--- src/rtl/div_unit.sv ---
// ============================================================================
// Module      : div_unit
// Description : Multi-cycle RV64M divide/remainder unit (restoring, 1 bit/cycle)
// Revision    : 1.0 - initial release
// ============================================================================
`default_nettype none

module div_unit #(
    parameter int XLEN = 64
) (
    input  logic            clk,
    input  logic            reset,
    input  logic            in_valid,
    output logic            in_ready,
    input  logic [XLEN-1:0] dividend,
    input  logic [XLEN-1:0] divisor,
    input  logic            is_signed,
    input  logic            is_rem,
    input  logic            is_word,
    input  logic            flush,
    output logic            out_valid,
    input  logic            out_ready,
    output logic [XLEN-1:0] result
);

    localparam logic [1:0] c_st_idle = 2'd0;
    localparam logic [1:0] c_st_busy = 2'd1;
    localparam logic [1:0] c_st_done = 2'd2;
    localparam logic [5:0] c_last_d  = 6'd63;
    localparam logic [5:0] c_last_w  = 6'd31;

    logic [1:0]      r_state, w_state_nxt;
    logic [5:0]      r_cnt;
    logic [XLEN-1:0] r_quot, r_rem, r_div, r_result;
    logic            r_neg_q, r_neg_r, r_is_rem, r_is_word;

    logic            w_a_neg, w_b_neg, w_b_zero, w_ovf, w_special, w_accept, w_last;
    logic [31:0]     w_a_abs32, w_b_abs32;
    logic [XLEN-1:0] w_a_abs, w_b_abs, w_a_sext, w_special_res;
    logic [XLEN:0]   w_shift, w_trial;
    logic            w_fit;
    logic [XLEN-1:0] w_quot_nxt, w_rem_nxt, w_q_raw, w_r_raw, w_q_fix, w_r_fix, w_sel, w_final;

    assign in_ready  = (r_state == c_st_idle);
    assign out_valid = (r_state == c_st_done);
    assign result    = r_result;
    assign w_accept  = in_valid & in_ready & ~flush;
    assign w_last    = (r_cnt == (r_is_word ? c_last_w : c_last_d));

    always_comb begin
        w_a_neg   = is_signed & (is_word ? dividend[31] : dividend[XLEN-1]);
        w_b_neg   = is_signed & (is_word ? divisor[31]  : divisor[XLEN-1]);
        w_a_abs   = w_a_neg ? ({XLEN{1'b0}} - dividend) : dividend;
        w_b_abs   = w_b_neg ? ({XLEN{1'b0}} - divisor)  : divisor;
        w_a_abs32 = w_a_neg ? (32'd0 - dividend[31:0]) : dividend[31:0];
        w_b_abs32 = w_b_neg ? (32'd0 - divisor[31:0])  : divisor[31:0];
        w_a_sext  = is_word ? {{(XLEN-32){dividend[31]}}, dividend[31:0]} : dividend;
        w_b_zero  = is_word ? (divisor[31:0] == 32'd0) : (divisor == {XLEN{1'b0}});
        w_ovf     = is_signed & (is_word
                    ? ((dividend[31:0] == 32'h8000_0000) && (divisor[31:0] == 32'hFFFF_FFFF))
                    : ((dividend == {1'b1, {(XLEN-1){1'b0}}}) && (divisor == {XLEN{1'b1}})));
        w_special = w_b_zero | w_ovf;
        // Divide-by-zero wins over overflow: divisor -1 can never be zero anyway
        if (w_b_zero) begin
            w_special_res = is_rem ? w_a_sext : {XLEN{1'b1}};
        end else begin
            w_special_res = is_rem ? {XLEN{1'b0}} : w_a_sext;
        end
    end

    // W operands are left-aligned so the next dividend bit is always the MSB
    always_comb begin
        w_shift    = {r_rem, r_quot[XLEN-1]};
        w_trial    = w_shift - {1'b0, r_div};
        w_fit      = ~w_trial[XLEN];
        w_rem_nxt  = w_fit ? w_trial[XLEN-1:0] : w_shift[XLEN-1:0];
        w_quot_nxt = {r_quot[XLEN-2:0], w_fit};
        w_q_raw    = r_is_word ? {{(XLEN-32){1'b0}}, w_quot_nxt[31:0]} : w_quot_nxt;
        w_r_raw    = r_is_word ? {{(XLEN-32){1'b0}}, w_rem_nxt[31:0]}  : w_rem_nxt;
        w_q_fix    = r_neg_q ? ({XLEN{1'b0}} - w_q_raw) : w_q_raw;
        w_r_fix    = r_neg_r ? ({XLEN{1'b0}} - w_r_raw) : w_r_raw;
        w_sel      = r_is_rem ? w_r_fix : w_q_fix;
        w_final    = r_is_word ? {{(XLEN-32){w_sel[31]}}, w_sel[31:0]} : w_sel;
    end

    always_ff @(posedge clk) begin
        if (reset) begin
            r_state <= c_st_idle;
        end else begin
            r_state <= w_state_nxt;
        end
    end

    always_comb begin
        w_state_nxt = r_state;
        if (flush) begin
            w_state_nxt = c_st_idle;
        end else begin
            case (r_state)
                c_st_idle: if (in_valid)  w_state_nxt = w_special ? c_st_done : c_st_busy;
                c_st_busy: if (w_last)    w_state_nxt = c_st_done;
                c_st_done: if (out_ready) w_state_nxt = c_st_idle;
                default:                  w_state_nxt = c_st_idle;
            endcase
        end
    end

    always_ff @(posedge clk) begin
        if (reset) begin
            r_cnt     <= '0;
            r_quot    <= '0;
            r_rem     <= '0;
            r_div     <= '0;
            r_result  <= '0;
            r_neg_q   <= 1'b0;
            r_neg_r   <= 1'b0;
            r_is_rem  <= 1'b0;
            r_is_word <= 1'b0;
        end else if (flush) begin
            r_cnt <= '0;
        end else if (w_accept) begin
            r_cnt     <= '0;
            r_rem     <= '0;
            r_neg_q   <= w_a_neg ^ w_b_neg;
            r_neg_r   <= w_a_neg;
            r_is_rem  <= is_rem;
            r_is_word <= is_word;
            r_quot    <= is_word ? {w_a_abs32, 32'd0} : w_a_abs;
            r_div     <= is_word ? {{(XLEN-32){1'b0}}, w_b_abs32} : w_b_abs;
            if (w_special) begin
                r_result <= w_special_res;
            end
        end else if (r_state == c_st_busy) begin
            r_quot <= w_quot_nxt;
            r_rem  <= w_rem_nxt;
            r_cnt  <= r_cnt + 6'd1;
            if (w_last) begin
                r_result <= w_final;
            end
        end
    end

endmodule

`default_nettype wire

--- config.mk ---
export PLATFORM = sky130hd
export DESIGN_NAME = div_unit
export DESIGN_NICKNAME = d
export VERILOG_FILES = /design/src/rtl/div_unit.sv
export SDC_FILE = /design/constraint.sdc
export NUM_CORES = 1
export LEC_CHECK = 0
export BUFFER_PORTS_ARGS = -buffer_cell sky130_fd_sc_hd__buf_2
export CORE_MARGIN = 1
export CORE_UTILIZATION = 50
export DETAILED_ROUTE_END_ITERATION = 6
export PLACE_DENSITY_LB_ADDON = 0.2
export SYNTH_ARGS = -nofsm -noshare
export SYNTH_HDL_FRONTEND = slang
export SYNTH_SLANG_ARGS = --single-unit
--- constraint.sdc ---
create_clock -name clk -period 18.3 [get_ports clk]
set_clock_uncertainty 0.15 [all_clocks]
set_input_delay 1.83 -clock clk [delete_from_list [all_inputs] [get_ports clk]]
set_output_delay 1.83 -clock clk [all_outputs]
set_load 0.05 [all_outputs]
==> results of run 1 <==
## cells by family (layout without fill, tap and decap cells)
group                    Yosys count  after routing
AO/OA/AOI/OAI                   1168           1168
XOR/XNOR                         257            257
adder cells (fa/ha/maj)           72             72
buffers and inverters            390            424
flip-flops                       268            268
multiplexers                      67             67
other                              0              1
AND/OR/NAND/NOR                 1456           1456
## sequential cells by signal (all words and copies together), names as in the netlist
name,flops
r_neg_r,1
r_quot,64
result,64
r_cnt,6
r_is_word,1
r_div,64
r_neg_q,1
r_is_rem,1
r_rem,64
r_state,2
## placed cells by master (no fill, tap or decap), types with 12 or more instances in the layout
master                      synthesis  layout
sky130_fd_sc_hd__nor2_1           517     514
sky130_fd_sc_hd__nand2_1          418     418
sky130_fd_sc_hd__a21oi_1          306     306
sky130_fd_sc_hd__dfxtp_1          268     264
sky130_fd_sc_hd__o21ai_0          222     221
sky130_fd_sc_hd__buf_2             26     200
sky130_fd_sc_hd__xnor2_1          145     145
sky130_fd_sc_hd__inv_1            126     125
sky130_fd_sc_hd__a211oi_1         119     119
sky130_fd_sc_hd__xor2_1           112     112
sky130_fd_sc_hd__nor3_1            96      96
sky130_fd_sc_hd__nand3_1           86      86
sky130_fd_sc_hd__ha_1              70      70
sky130_fd_sc_hd__nand4_1           63      63
sky130_fd_sc_hd__o31ai_1           61      61
sky130_fd_sc_hd__a31oi_1           60      60
sky130_fd_sc_hd__or3_1             58      58
sky130_fd_sc_hd__mux2i_1           57      57
sky130_fd_sc_hd__o211ai_1          54      54
sky130_fd_sc_hd__a22oi_1           45      45
sky130_fd_sc_hd__a311oi_1          42      42
sky130_fd_sc_hd__nor4_1            40      40
sky130_fd_sc_hd__buf_4              1      37
sky130_fd_sc_hd__clkbuf_16          0      35
sky130_fd_sc_hd__o21a_1            29      29
sky130_fd_sc_hd__and2_1            27      27
sky130_fd_sc_hd__and3_1            23      23
sky130_fd_sc_hd__a21o_1            22      22
sky130_fd_sc_hd__nor2b_1           21      20
sky130_fd_sc_hd__nand2b_1          19      18
sky130_fd_sc_hd__o41ai_1           18      18
sky130_fd_sc_hd__or4_1             16      16
sky130_fd_sc_hd__or2_2             16      15
sky130_fd_sc_hd__o21bai_1          14      14
sky130_fd_sc_hd__o2111ai_1         12      12
sky130_fd_sc_hd__a2111oi_0         12      12
sky130_fd_sc_hd__o22a_1            12      12
## through the flow
step,util [%],std cells,cell area [µm²]
after global routing,55.8,4376,27500
after detailed placement,53.4,4317,26300
after CTS,55.8,4376,27500
after global placement,53.4,4317,26300
after floorplan,-,3678,25200
final,55.8,4377,27500
## area by class of cell
type	instances	area share [%]
clock inverters	16	0.697
clock buffers	43	3.48
inverters	127	1.74
repair buffers	238	4.71
multi-input cells	3020	66.8
well taps	664	3.02
flip-flops and latches	268	19.6
diodes	1	0.00911
## worst min path at each step
stage / startpoint / end / cells past startpoint
2_1_floorplan: r_div[0] / r_div[0] / 2
3_3_place_gp: result[6] / result[6] / 2
3_5_place_dp: result[6] / result[6] / 2
4_1_cts: result[6] / result[6] / 2
5_1_grt: result[2] / result[2] / 2
6_report: result[6] / result[6] / 2
## power by group through the flow
stage               Combinational, mW  Clock (mW)  Sequential (mW)
floorplan                       0.718           0            0.629
global placement                0.991           0            0.637
detailed placement              0.991           0            0.637
CTS                             0.997       0.717            0.624
global route                     1.10       0.738            0.627
finish                           1.03       0.715            0.625
## per-layer routing
layer  share of wire (%)  wire length [µm]
met1                  42             41300
met2                  44             44000
met3                  10             10200
met4                 4.0              3980
met5               0.010                10
## critical path, delay by kind of cell (launching register included)
kind	cells	cell delay [ps]
buffers and inverters	5	2340
AND/OR/NAND/NOR	3	590
adder cells (fa/ha/maj)	2	620
AO/OA/AOI/OAI	9	3450
flip-flops	1	380
XOR/XNOR	1	190
==> summary.md, run 1 <==
The flow ran to the end, and the final reports show no timing, DRC or antenna violations. The worst register-to-register path has a depth of 20. Synthesis produced 3,678 cells. For the met1 layer usage reported by global route, the log shows 50.5%.

Dividing total power by cell area gives a power density of 86.3 nW/µm². The most frequent cell on the critical path was sky130_fd_sc_hd__buf_4. DRC violation count after routing: 0. Summing all multi-input logic gate instances after layout gives 18,300 µm². The post-cts resize count was 0; the setup total negative slack was 0 ps. For the pin with the worst max-slew slack, the measured transition is 1240 ps. Of the cells placed in the final design, the portion with a size suffix greater than 1 is 9.64%. The startpoint-to-endpoint class of the critical path is flop to flop. In this run, the number of DRC markers left after iteration 0 of detailed routing was 3,781. The async set-or-reset flop fraction in the synthesized netlist is 0%. Counting flops with a built-in enable in the synthesized netlist gives 0. Port buffering added 201 buffers.

Cell at the root of the clock tree: sky130_fd_sc_hd__clkbuf_16. The share of cell area taken by muxes after synthesis is 2.72%. The largest single stage delay on the critical path is 890 ps. The core footprint is 49,300 µm². By area, the combinational part of the netlist is dominated by compound AO/OA/AOI/OAI gates.

The floorplan row count was 81; the worst slack after detailed placement was 10,680 ps. Summed over all nets, the switching power comes to 1.00 mW. In this run the worst hold path is classified as flop to flop. The tools report the start point of the critical path as r_quot[63]. The run gives 3 as the initial antenna violation count. No sink is reached through more buffers than the 3 on the longest clock path.

Across the run, the number of max-cap violations was 0. The per-instance average area after synthesis is 6.84 µm². The tools report the final max-slew violation count as 0.

The startpoint identified for the worst register-to-register timing path is r_quot[63]. The final worst-path cycle share is 43.0%, and the fmax is 127 MHz. Clock tree synthesis inserted a total of 34 buffers. The tools report the via count of the first global-routing pass as 25,000. The logs give 30.2% for the part of the power in the clock network and 0.0000770 V for the largest vdd supply drop. At the later pin of the worst-skew pair, clock insertion delay measures 570 ps.

Peak-usage layer in the global routing report: met2. The number of warnings reported in the yosys synthesis log came out at 0. Cell at the slowest stage of the critical path: sky130_fd_sc_hd__a211oi_1. For this run, the register share of the synthesized area comes to 21.3%. The xor and xnor area share after synthesis is 8.95%, and the antenna violation net count after detailed routing is 0. Cell internal power was estimated by the tool at 1.37 mW.

Yosys attributes the largest share of cell area to sky130_fd_sc_hd__dfxtp_1 21%, sky130_fd_sc_hd__nor2_1 7.7%, sky130_fd_sc_hd__nand2_1 6.2%. The power share of the combinational group came out at 43.5%. The worst setup path is launched from a flop. The share of total power dissipated in sequential elements is 26.4%.

In the global route stage, overall resource usage came out at 37.4%. After global routing the overflow that remains totals 0. The first detailed-routing pass ran for 6 iterations.

The overall power consumption is 2.37 mW, and the post-DP HPWL is 75,300 µm. The number of nets in the synthesized netlist is 3,885. In this run the count of I/O pins placed on the die edge is 202. The maximum fanout count along the critical path is 64. The overall die area was 51,200 µm²; the leakage power of the design was 10.6 nW. In the synthesized netlist the dominant register cell turns out to be sky130_fd_sc_hd__dfxtp_1. The final layout contains 3,896 nets. The worst path needs 7880 ps of the cycle, external delays included. sky130_fd_sc_hd__dfxtp_1 takes more of the synthesized area than any other cell.

The area growth from synthesis to final layout is 9.18%, and the maximum level of the CTS H-tree is 2. Measured along the x axis, the die boundary spans 226 µm. Setup violations remaining at the end of the flow were counted as 0.

The number of hold buffers added after CTS was 0. The average wire per standard cell is 22.7 µm. Setup repair after global routing left no endpoint under its margin. The last weighted congestion value of the routability-driven placer was 0.987.

In this run the worst setup path terminates at result[44]. By instance count, the leading cell after synthesis is sky130_fd_sc_hd__nor2_1. Data arrives at the worst endpoint at 8190 ps. In the routed layout, each cell is associated on average with a via count of 6.53. The commonest cells after synthesis are 517 x sky130_fd_sc_hd__nor2_1, 418 x sky130_fd_sc_hd__nand2_1, 306 x sky130_fd_sc_hd__a21oi_1. The run gives 313 ps as the worst hold margin.

The first global-routing pass estimated 148,000 µm of wire. The synthesized-area fraction occupied by ao, oa, aoi and oai cells works out to 30.7%. TritonCTS built the clock tree. The worst pin sits at a relative slew slack of 15.2%.

After clock tree synthesis, the setup repair step added 0 buffers. The run gives 18,620 ps as the critical path required time. The final worst-path setup slack is 10,420 ps, and the hold violation count in the final report is 0.

Counting the fill cells in the layout gives 5,005. The tools report the count of distinct cell types in the synthesized netlist as 102. In this run switching power makes up 42.4% of total power.

The starting density of the core was 51.1%; the met3 usage in global routing was 7.14%. Across all layers, the routed design uses 28,600 vias. Global routing consumed, on the met2 layer, 58.6% of the routing resources. The worst-case register-to-register setup slack was 10,420 ps; the routed wire length was 99,400 µm. Nature of the critical path endpoint: a flop. The maximum number of pins on one net before global-route repair came out at 110.

In this run the vertical extent of the chip is 226 µm. In this run the biggest area consumer among cell types represents 21.3% of the synthesized area. The post-synthesis share of cell area spent on and, or, nand and nor gates came out at 26.7%.

The synthesized cell area is 25,200 µm², and the clock-pin slew on the worst setup and hold paths is 60 ps. The post-synthesis share of cell area spent on full adders, half adders and majority gates works out to 3.60%. Registers take 5370 µm². The tools report the capture instance of the worst register-to-register path as result[44]. The critical path goes through inv_1, ha_1, fa_1, nor2b_1, o31a_1, o21ai_2, a21oi_1, o211ai_1, a211oi_4, buf_4, buf_4, clkinv_2, buf_4, nand4bb_1, a211oi_1, o21ai_0, o41ai_1, xnor2_1, nor2_1, o31a_1.

The synthesized design contains 268 register bits. The TritonCTS sink count was 268.
(Power assumes the default switching activity.)
==> run 2: changes to the inputs <==
==> constraint.sdc (replaced) <==
create_clock -name clk -period 6.5 [get_ports clk]
set_clock_uncertainty 0.15 [all_clocks]
set_input_delay 0.65 -clock clk [delete_from_list [all_inputs] [get_ports clk]]
set_output_delay 0.65 -clock clk [all_outputs]
set_load 0.05 [all_outputs]
==> summary.md, run 2 (synthesis gave the netlist of run 1 again) <==
The maximum fanout count along the critical path works out to 6 (-91%). The critical path is of the flop to flop type. The tools report the overall die area as 51,200 µm² (unchanged). The logs give 28,800 (+0.90%) for the via total after detailed routing and 1.02 (+3.5%) for the last weighted congestion value of the routability-driven placer.

The power per unit of standard cell area is 243 nW/µm² (+180%). The start point of the critical path is r_quot[63]. For the TritonCTS sink count, the log shows 268 (unchanged). The run finished, with violations left.

The post-DP HPWL was 74,400 µm (-1.1%); the transition time at the pin with the least slew margin was 1260 ps (+24.8 ps). The hold violation count in the final report is 0 (unchanged), and the CTS buffer count is 34 (unchanged). The critical path arrival was 6510 ps (-1680 ps). The tools report the leakage power of the design as 10.8 nW (+1.7%). For the wire length of the first global-routing pass, the log shows 150,000 µm (+1.0%). The library cells used most frequently in the layout, excluding fill and tap cells, are 514 x sky130_fd_sc_hd__nor2_1, 418 x sky130_fd_sc_hd__nand2_1, 305 x sky130_fd_sc_hd__a21oi_1, 264 x sky130_fd_sc_hd__dfxtp_1, 220 x sky130_fd_sc_hd__o21ai_0. The worst setup path is launched from a flop. The run gives 0 (unchanged) as the global-route congestion overflow total. The maximum number of pins on one net before global-route repair was 190 (+73%); the count of boundary I/O pins was 202 (unchanged).

The violation count after the first detailed-routing iteration is 3,380 (-11%). The peak per-stage delay on the critical path is 620 ps (-270 ps), and the total iterations of the first detailed-routing run is 7 (+1). The initial antenna violation count is 3 (unchanged). Cell at the slowest stage of the critical path: sky130_fd_sc_hd__or4b_1. The final reports fail on design-rule violations.

The final worst-path cycle share came out at 95.2% (+52 points). The instance area after placement is 26,600 µm² (+1.1%). The average wire per standard cell was 22.4 µm (-1.3%). The die boundary width works out to 226 µm (unchanged). The fmax is 162 MHz (+27%), and the worst slew slack as a fraction of its limit is 14.9% (-0.30 points).

The tools report the critical path required time as 6820 ps (-11,800 ps). The logs give 27,800 µm² (+1.2%) for the final instance area and 5370 µm² (unchanged) for the sequential cell area. From synthesis to final layout, the design area changed by 10.4%. The startpoint identified for the worst register-to-register timing path is r_quot[63]. The run gives 0 ps (unchanged) as the setup total negative slack. The insertion delay of the later-clocked pin in the worst-skew pair was 570 ps (about the same); the starting density of the core was 51.1% (unchanged). The final max-slew violation count was 0 (unchanged); the clock-pin slew on the worst setup and hold paths was 70 ps (about the same). The number of nets in the finished design is 3,932 (+0.92%).

TritonCTS built the clock tree. The hold buffer count at CTS is 0 (unchanged), and the global router's overall resource usage is 37.6% (+0.17 points). Via density per instance: 6.53 (about the same). The proportion of layout cells with a drive suffix above 1 was 10.6% (+0.97 points). The setup violation total in the final timing report was 0 (unchanged); the shortest clock period the worst path allows after layout was 6180 ps (-1690 ps). The antenna violation net count after detailed routing was 0 (unchanged); the largest vdd supply drop was 0.000182 V (+140%). The number of buffers and inverters on the critical path works out to 1 (-4). The hold path startpoint is out_ready. Vertical die dimension: 226 µm (unchanged). The max capacitance violation total was 0 (unchanged).

The most common cell after layout, fill and taps aside was sky130_fd_sc_hd__nor2_1. The number of filler instances in the final layout came out at 4,982 (-0.46%). Traced cell by cell, the critical path runs through inv_1, ha_1, fa_1, nor2b_2, o31a_1, o21ai_2, a21oi_4, o211ai_1, a211oi_4, mux2i_1, ha_1, or3b_2, nor2_1, nand2_1, nor2_1, nand4_1, a221o_1, or4b_1, o41ai_2, xor2_1, o21ai_0, a211oi_1. The floorplan row count came out at 81 (unchanged). The cell sitting at the root of the clock tree is a sky130_fd_sc_hd__clkbuf_16. Area used by multi-input combinational logic: 18,400 µm² (+0.23%).

The worst hold path belongs to the class input pin to flop. Via count of the first global-routing pass: 25,600 (+2.7%). STA classifies the critical path endpoint as a flop.

The maximum level of the CTS H-tree is 2 (unchanged). Kind of cell adding the most delay to the critical path: compound AO/OA/AOI/OAI gates. The routed wire length was 99,000 µm (-0.40%); the core footprint was 49,300 µm² (unchanged).

The number of port buffers was 201 (unchanged); the buffer depth of the longest clock path was 3 (unchanged). For the DRC violation count after routing, the log shows 4 (+4).
run 2: final timing paths:
path	endpoint	slack (ps)	depth (start not counted)
min	r_state[1]	250	4
max reg2reg	result[56]	320	22
max	result[56]	320	22
min reg2reg	result[5]	310	2
run 2: worst reg2reg max path: cells and delay by family (launching register included):
kind                     cells  cell delay (ps)
adder cells (fa/ha/maj)      3              850
flip-flops                   1              390
XOR/XNOR                     1              170
multiplexers                 1              310
buffers and inverters        1               60
AND/OR/NAND/NOR              7             1830
AO/OA/AOI/OAI                9             2310
run 2: cell type report:
type,count,area share (%)
Antenna cell,1,0.00901
Inverter,127,1.72
Clock buffer,45,3.39
Clock inverter,16,0.635
Multi-Input combinational cell,3020,66.2
Sequential cell,268,19.3
Timing Repair Buffer,274,5.76
Tap cell,664,2.99
run 2: per-layer routing:
metal	part of all wire, %	wire length [µm]	GRT usage (%)
met5	0.011	11	0
met3	11	10400	9.16
met4	5.0	4980	17.9
met2	43	42500	57.0
met1	42	41100	49.9
run 2: power breakdown:
group	total, mW	switching, mW	internal [mW]
Combinational	3.01	1.95	1.06
Clock	1.97	0.824	1.15
Sequential	1.76	0.0649	1.70
Total	6.74	2.84	3.90
run 2: through the flow:
| step | setup slack, ps | std cells | power [mW] | hold WS, ps | utilization, % |
|---|---|---|---|---|---|
| 4_1_cts | 109 | 4409 | 6.63 | 244 | 56.3 |
| 3_3_place_gp | 343 | 4348 | 4.67 | 289 | 54.0 |
| 6_report | 315 | 4415 | 6.74 | 250 | 56.4 |
| 5_1_grt | -15.8 | 4415 | 7.01 | 267 | 56.4 |
| 3_5_place_dp | 151 | 4348 | 4.67 | 298 | 54.0 |
| 2_1_floorplan | 237 | 3678 | 3.79 | 290 | - |
run 2: what timing repair did:
action	4_1_cts	5_1_grt
resized for setup	0	7
buffers inserted	0	5
setup endpoints to repair	0	9
